$ cat config.mk
export PLATFORM = sky130hd
export DESIGN_NAME = os_cache_sequencer
export DESIGN_NICKNAME = d
export VERILOG_FILES = /design/src/rtl/os_cache_sequencer.sv
export SDC_FILE = /design/constraint.sdc
export NUM_CORES = 1
export LEC_CHECK = 0
export CORE_ASPECT_RATIO = 0.6
export CORE_UTILIZATION = 35
export DETAILED_ROUTE_END_ITERATION = 12
export GPL_TIMING_DRIVEN = 0
export HOLD_SLACK_MARGIN = 0.03
export PLACE_DENSITY = 0.6
export RECOVER_POWER = 25
export SLEW_MARGIN = 0
export SYNTH_ARGS = -nofsm -noshare
export SYNTH_HDL_FRONTEND = slang
export SYNTH_SLANG_ARGS = --single-unit
$ cat constraint.sdc
create_clock -name w_clk -period 4.4 [get_ports w_clk]
set_input_delay 0.44 -clock w_clk [delete_from_list [all_inputs] [get_ports w_clk]]
set_output_delay 0.44 -clock w_clk [all_outputs]
set_load 0.03 [all_outputs]
$ cat src/rtl/os_cache_sequencer.sv
// os_cache_sequencer: drives the w/a/psum cache command port for one
// output-stationary tile (clear, load W, load A, stream pairs, drain psums).
module os_cache_sequencer #(
  parameter int wa_bits     = 8,
  parameter int addr_bits   = 8,
  parameter int p_addr_bits = 5
) (
  input  logic                   w_clk,
  input  logic                   w_rst,
  input  logic                   w_start,
  input  logic                   w_cfg_clear,
  input  logic [addr_bits-1:0]   w_cfg_nw_m1,
  input  logic [addr_bits-1:0]   w_cfg_na_m1,
  input  logic [15:0]            w_cfg_ns_m1,
  input  logic [p_addr_bits-1:0] w_cfg_np_m1,
  input  logic                   w_bus_valid,
  input  logic [wa_bits-1:0]     w_bus_data,
  input  logic                   w_pe_ready,
  input  logic                   w_out_ready,
  output logic                   r_bus_ready,
  output logic                   r_cache_ready,
  output logic [2:0]             r_cache_state,
  output logic [addr_bits-1:0]   r_cache_w_addr,
  output logic [addr_bits-1:0]   r_cache_a_addr,
  output logic [wa_bits-1:0]     r_cache_bus,
  output logic                   r_pe_valid,
  output logic                   r_psum_valid,
  output logic                   r_busy,
  output logic                   r_done
);

  localparam logic [2:0] S_IDLE   = 3'd0;
  localparam logic [2:0] S_CLEAR  = 3'd1;
  localparam logic [2:0] S_LOAD_W = 3'd2;
  localparam logic [2:0] S_LOAD_A = 3'd3;
  localparam logic [2:0] S_STREAM = 3'd4;
  localparam logic [2:0] S_DRAIN  = 3'd5;
  localparam logic [2:0] S_DONE   = 3'd6;

  localparam logic [2:0] C_LOAD_W = 3'b000;
  localparam logic [2:0] C_LOAD_A = 3'b001;
  localparam logic [2:0] C_STREAM = 3'b100;
  localparam logic [2:0] C_DRAIN  = 3'b110;
  localparam logic [2:0] C_IDLE   = 3'b111;

  logic [2:0]             st_q, st_d;
  logic [addr_bits-1:0]   nw_q, nw_d, na_q, na_d;
  logic [15:0]            ns_q, ns_d;
  logic [p_addr_bits-1:0] np_q, np_d;
  logic [addr_bits-1:0]   cnt_q, cnt_d;
  logic [addr_bits-1:0]   wi_q, wi_d, ai_q, ai_d;
  logic [15:0]            beat_q, beat_d;
  logic [p_addr_bits-1:0] pi_q, pi_d;
  logic                   bus_rdy_q, bus_rdy_d;
  logic                   rdy_q, rdy_d;
  logic [2:0]             cst_q, cst_d;
  logic [addr_bits-1:0]   wa_q, wa_d, aa_q, aa_d;
  logic [wa_bits-1:0]     bus_q, bus_d;
  logic                   pev_q, pev_d, psv_q, psv_d;
  logic                   busy_q, busy_d, done_q, done_d;
  logic                   accept;

  assign accept = w_bus_valid & bus_rdy_q;

  always_comb begin
    st_d      = st_q;
    nw_d      = nw_q;
    na_d      = na_q;
    ns_d      = ns_q;
    np_d      = np_q;
    cnt_d     = cnt_q;
    wi_d      = wi_q;
    ai_d      = ai_q;
    beat_d    = beat_q;
    pi_d      = pi_q;
    bus_rdy_d = bus_rdy_q;
    rdy_d     = rdy_q;
    cst_d     = C_IDLE;
    wa_d      = wa_q;
    aa_d      = aa_q;
    bus_d     = bus_q;
    busy_d    = busy_q;
    done_d    = 1'b0;
    // cache read latency is one cycle after the command is presented
    pev_d     = (cst_q == C_STREAM);
    psv_d     = (cst_q == C_DRAIN);
    case (st_q)
      S_IDLE: begin
        rdy_d  = 1'b1;
        busy_d = 1'b0;
        if (w_start) begin
          nw_d   = w_cfg_nw_m1;
          na_d   = w_cfg_na_m1;
          ns_d   = w_cfg_ns_m1;
          np_d   = w_cfg_np_m1;
          cnt_d  = '0;
          busy_d = 1'b1;
          if (w_cfg_clear) begin
            st_d  = S_CLEAR;
            rdy_d = 1'b0;
          end else begin
            st_d      = S_LOAD_W;
            bus_rdy_d = 1'b1;
          end
        end
      end
      S_CLEAR: begin
        rdy_d     = 1'b1;
        bus_rdy_d = 1'b1;
        st_d      = S_LOAD_W;
      end
      S_LOAD_W: begin
        if (accept) begin
          cst_d = C_LOAD_W;
          wa_d  = cnt_q;
          bus_d = w_bus_data;
          if (cnt_q == nw_q) begin
            cnt_d = '0;
            st_d  = S_LOAD_A;
          end else begin
            cnt_d = cnt_q + 1'b1;
          end
        end
      end
      S_LOAD_A: begin
        if (accept) begin
          cst_d = C_LOAD_A;
          aa_d  = cnt_q;
          bus_d = w_bus_data;
          if (cnt_q == na_q) begin
            cnt_d     = '0;
            wi_d      = '0;
            ai_d      = '0;
            beat_d    = '0;
            bus_rdy_d = 1'b0;
            st_d      = S_STREAM;
          end else begin
            cnt_d = cnt_q + 1'b1;
          end
        end
      end
      S_STREAM: begin
        if (w_pe_ready) begin
          cst_d = C_STREAM;
          wa_d  = wi_q;
          aa_d  = ai_q;
          wi_d  = (wi_q == nw_q) ? '0 : wi_q + 1'b1;
          ai_d  = (ai_q == na_q) ? '0 : ai_q + 1'b1;
          if (beat_q == ns_q) begin
            pi_d = '0;
            st_d = S_DRAIN;
          end else begin
            beat_d = beat_q + 1'b1;
          end
        end
      end
      S_DRAIN: begin
        if (w_out_ready) begin
          cst_d = C_DRAIN;
          wa_d  = addr_bits'(pi_q);
          if (pi_q == np_q) begin
            st_d = S_DONE;
          end else begin
            pi_d = pi_q + 1'b1;
          end
        end
      end
      S_DONE: begin
        done_d = 1'b1;
        st_d   = S_IDLE;
      end
      default: st_d = S_IDLE;
    endcase
  end

  always_ff @(posedge w_clk or posedge w_rst) begin
    if (w_rst) begin
      st_q      <= S_IDLE;
      nw_q      <= '0;
      na_q      <= '0;
      ns_q      <= '0;
      np_q      <= '0;
      cnt_q     <= '0;
      wi_q      <= '0;
      ai_q      <= '0;
      beat_q    <= '0;
      pi_q      <= '0;
      bus_rdy_q <= 1'b0;
      rdy_q     <= 1'b0;
      cst_q     <= C_IDLE;
      wa_q      <= '0;
      aa_q      <= '0;
      bus_q     <= '0;
      pev_q     <= 1'b0;
      psv_q     <= 1'b0;
      busy_q    <= 1'b0;
      done_q    <= 1'b0;
    end else begin
      st_q      <= st_d;
      nw_q      <= nw_d;
      na_q      <= na_d;
      ns_q      <= ns_d;
      np_q      <= np_d;
      cnt_q     <= cnt_d;
      wi_q      <= wi_d;
      ai_q      <= ai_d;
      beat_q    <= beat_d;
      pi_q      <= pi_d;
      bus_rdy_q <= bus_rdy_d;
      rdy_q     <= rdy_d;
      cst_q     <= cst_d;
      wa_q      <= wa_d;
      aa_q      <= aa_d;
      bus_q     <= bus_d;
      pev_q     <= pev_d;
      psv_q     <= psv_d;
      busy_q    <= busy_d;
      done_q    <= done_d;
    end
  end

  assign r_bus_ready    = bus_rdy_q;
  assign r_cache_ready  = rdy_q;
  assign r_cache_state  = cst_q;
  assign r_cache_w_addr = wa_q;
  assign r_cache_a_addr = aa_q;
  assign r_cache_bus    = bus_q;
  assign r_pe_valid     = pev_q;
  assign r_psum_valid   = psv_q;
  assign r_busy         = busy_q;
  assign r_done         = done_q;

endmodule

==> flow_summary.toml <==
[global_route]
antenna_found_initial = 0
grt_max_degree = 98
overflow = 0
grt_use_total_pct = 19.2
grt_pass1_vias = 5027
grt_first_pass_wirelength_um = 27100

[placed_design]
placed_cell_area_um2 = 7400
post-dp-hpwl_um = 12400
port_buffers = 84
finalWeightedCongestion = 0.896
preCtsSetupSlack_ns = 1.83

[clock_network]
clock_latency_ns = 0.41
holdBufCountCts = 0
cts_tree = "done"
clkSinkCount = 118
ctsResizeCount = 0
htreeDepth = 4
cts.clk_slew.worst_paths_ns = 0.06
cts_buffer_depth = 2
cts_buffers = 17
post-cts-setup-buffers = 0
root_buffer = "clkbuf_16"

[setup_path]
crit_fanout = 10
slowest_delay_ns = 0.60
cp_slowest_cell = "clkbuf_1"
crit_chain = "clkbuf_1 -> inv_1 -> nand2_2 -> clkbuf_1 -> nor2_1 -> a21oi_1 -> o21ai_0"
start_kind = "flop"
worstSetupEndpointType = "flop"
critPathKind = "flop to flop"
crit_path_frequent_cell = "clkbuf_1"
cp.required_ns = 4.68
worstPathArrival_ns = 2.78

[yosys]
synthCells = 612
yosysUniqueCellTypes = 67
ys_async_sr_fraction_pct = 100
synth-edff-count = 0
ys_seq_elements = 118
synth-adder-area-share_pct = 1.00
syn_avg_cell_area_um2 = 10.2
synth.area.mux_share_pct = 9.89
ys_warn_count = 0
synth-simple-area-share_pct = 15.7
synth-compound-area-share_pct = 13.5
syn_nets = 669
synth_xor_area_share_pct = 8.28
synth_area_um2 = 6240
ys_seq_area_share_pct = 47.4
synth_top_family_by_area = "simple AND/OR/NAND/NOR gates"
synth-main-ff-cell = "dfrtp_1"

[floorplan]
rows = 37
fp.dieH_um = 105
die_x_um = 174
dieArea_um2 = 18400
ios = 85
core-area_um2 = 17300
start_util_pct = 36.1

[sta]
finClkSkew_ns = 0.00957
rsz0062_at_grt = "no"
slew_violations = 0
period_minus_slack_ns = 2.50
setup_ws_ns = 1.90
fmax_mhz = 400
setup_violations = 0
relSlewSlack_pct = 31.7
period_share_pct = 56.9
worst_pin_slew_ns = 1.02
hold_viol = 0

[status]
status = "complete, no violations"

[final_layout]
num_antenna_cells = 0
area.growth.synth_to_final_pct = 28.2
fin_area_um2 = 8000
fin_nets = 773
layout-drive-gt1-share_pct = 18.0

[route]
vias_per_cell = 5.30
drt-total-wl_um = 16900
dr.pass1.iters = 4
drtIter0Drc = 372
route.detailed.drc = 0
drtAntennaViolNets = 0
avgRoutedWirePerCell_um = 17.6
num_vias = 5103

[job]
max_cap_violations = 0

[power]
power_density_nw_per_um2 = 334
ir_drop_uv = 260
p_leak_nw = 3.56

[hold_path]
hp-class = "flop to flop"
## layout make-up
class | count | area [µm²]
repair buffers | 85 | 868
fillers | 1600 | 9270
multi-input cells | 436 | 3010
plain buffers | 35 | 180
well taps | 234 | 293
clock buffers | 21 | 470
flip-flops and latches | 118 | 2960
inverters | 23 | 87.6
clock inverters | 10 | 128
## through the flow
step | setup TNS, ns | hold WS [ns] | utilization (%) | total power (W) | cells
3_3_place_gp | -106.86 | 0.460 | 42.7 | 0.00127 | 930
5_1_grt | 0 | 0.499 | 46.3 | 0.00277 | 962
3_5_place_dp | 0 | 0.462 | 42.9 | 0.00128 | 931
2_1_floorplan | 0 | 0.491 | - | 0.00120 | 612
4_1_cts | 0 | 0.350 | 46.3 | 0.00270 | 962
6_report | 0 | 0.474 | 46.3 | 0.00267 | 962
## path summary, 6_finish.rpt
kind | startpoint | end | slack (ns) | depth (start not counted)
worst max-delay path | st_q[0]$_DFFE_PP0P_ | r_cache_a_addr[7]$_DFFE_PP0P_ | 1.90 | 7
worst min-delay path | r_cache_bus[7]$_DFFE_PP0P_ | r_cache_bus[7]$_DFFE_PP0P_ | 0.47 | 2
worst max register to register | st_q[0]$_DFFE_PP0P_ | r_cache_a_addr[7]$_DFFE_PP0P_ | 1.90 | 7
worst min register to register | r_cache_bus[7]$_DFFE_PP0P_ | r_cache_bus[7]$_DFFE_PP0P_ | 0.47 | 2
max in group asynchronous | w_rst | wi_q[1]$_DFFE_PP0P_ | 2.77 | 3
min in group asynchronous | w_rst | r_cache_bus[7]$_DFFE_PP0P_ | 0.69 | 2
## power breakdown
part,leakage [nW],switching (W),internal [W]
clock network,0.298,0.000487,0.000926
registers,1.48,0.0000184,0.00111
logic,1.78,0.0000595,0.0000768
total,3.56,0.000565,0.00211
## cells in the final DEF (no fill, tap or decap), types with 6 or more instances in the layout
cell type / n
a21oi_1: 21
clkbuf_1: 9
a31oi_1: 21
buf_2: 20
nand4_1: 12
clkinv_2: 6
and3_1: 15
o21ai_0: 24
nand3_1: 25
nand2_1: 67
xor2_1: 35
nand2b_1: 6
mux2i_1: 11
clkdlybuf4s50_1: 83
mux2_2: 45
nor2_1: 31
o211ai_1: 15
inv_1: 21
dfrtp_1: 115
nor4_1: 9
clkbuf_16: 17
xnor2_1: 24
## per-layer routing
layer  GRT usage, %  wire (µm)
met1           28.6       8490
met2           26.4       6760
met3           5.45       1440
met4           5.76        196
met5              0          0
## worst max-delay path: cells and delay by family (launching register included)
family / cells / cell delay, ns
buf+inv: 3 / 1.32
compound gates: 2 / 0.38
simple gates: 2 / 0.35
flops: 1 / 0.32
## cell families (layout without fill, tap and decap cells)
group,count (synthesis),after routing
AND/OR/NAND/NOR,193,193
AO/OA/AOI/OAI,123,123
flip-flops,118,118
XOR/XNOR,59,59
buffers and inverters,58,174
multiplexers,56,56
adder cells (fa/ha/maj),5,5
## registers in the layout, indices dropped and copies added, names as in the netlist
signal          flops
pi_q                5
r_busy              1
nw_q                8
na_q                8
r_done              1
cnt_q               8
r_bus_ready         1
r_cache_bus         8
wi_q                8
st_q                3
r_psum_valid        1
r_cache_ready       1
ai_q                8
r_pe_valid          1
np_q                5
r_cache_a_addr      8
ns_q               16
r_cache_w_addr      8
r_cache_state       3
beat_q             16
## cells in the mapped netlist (all sizes together), types with 2 or more instances
library cell | count | area, µm²
mux2i | 11 | 110
dfstp | 3 | 78.8
or2 | 2 | 12.5
o211ai | 15 | 113
a211o | 3 | 26.3
nand2b | 6 | 37.5
ha | 5 | 62.6
nand4 | 12 | 75.1
o21ai | 30 | 154
and2 | 2 | 12.5
or3 | 3 | 23.8
nor3 | 5 | 25.0
nor4 | 10 | 68.8
nor3b | 2 | 20.0
clkbuf | 8 | 31.3
nand3b | 2 | 15.0
nand2 | 69 | 264
o22ai | 4 | 31.3
a31oi | 21 | 131
o21a | 3 | 22.5
mux2 | 45 | 507
a21oi | 27 | 165
nand3 | 26 | 135
a22o | 2 | 17.5
dfrtp | 115 | 2880
nor2 | 32 | 123
inv | 23 | 86.3
and3 | 15 | 93.8
a2bb2oi | 3 | 26.3
a41o | 2 | 20.0
xor2 | 35 | 307
a21o | 2 | 15.0
buf | 27 | 150
xnor2 | 24 | 210
a21boi | 2 | 15.0
(Power assumes the default switching activity.)
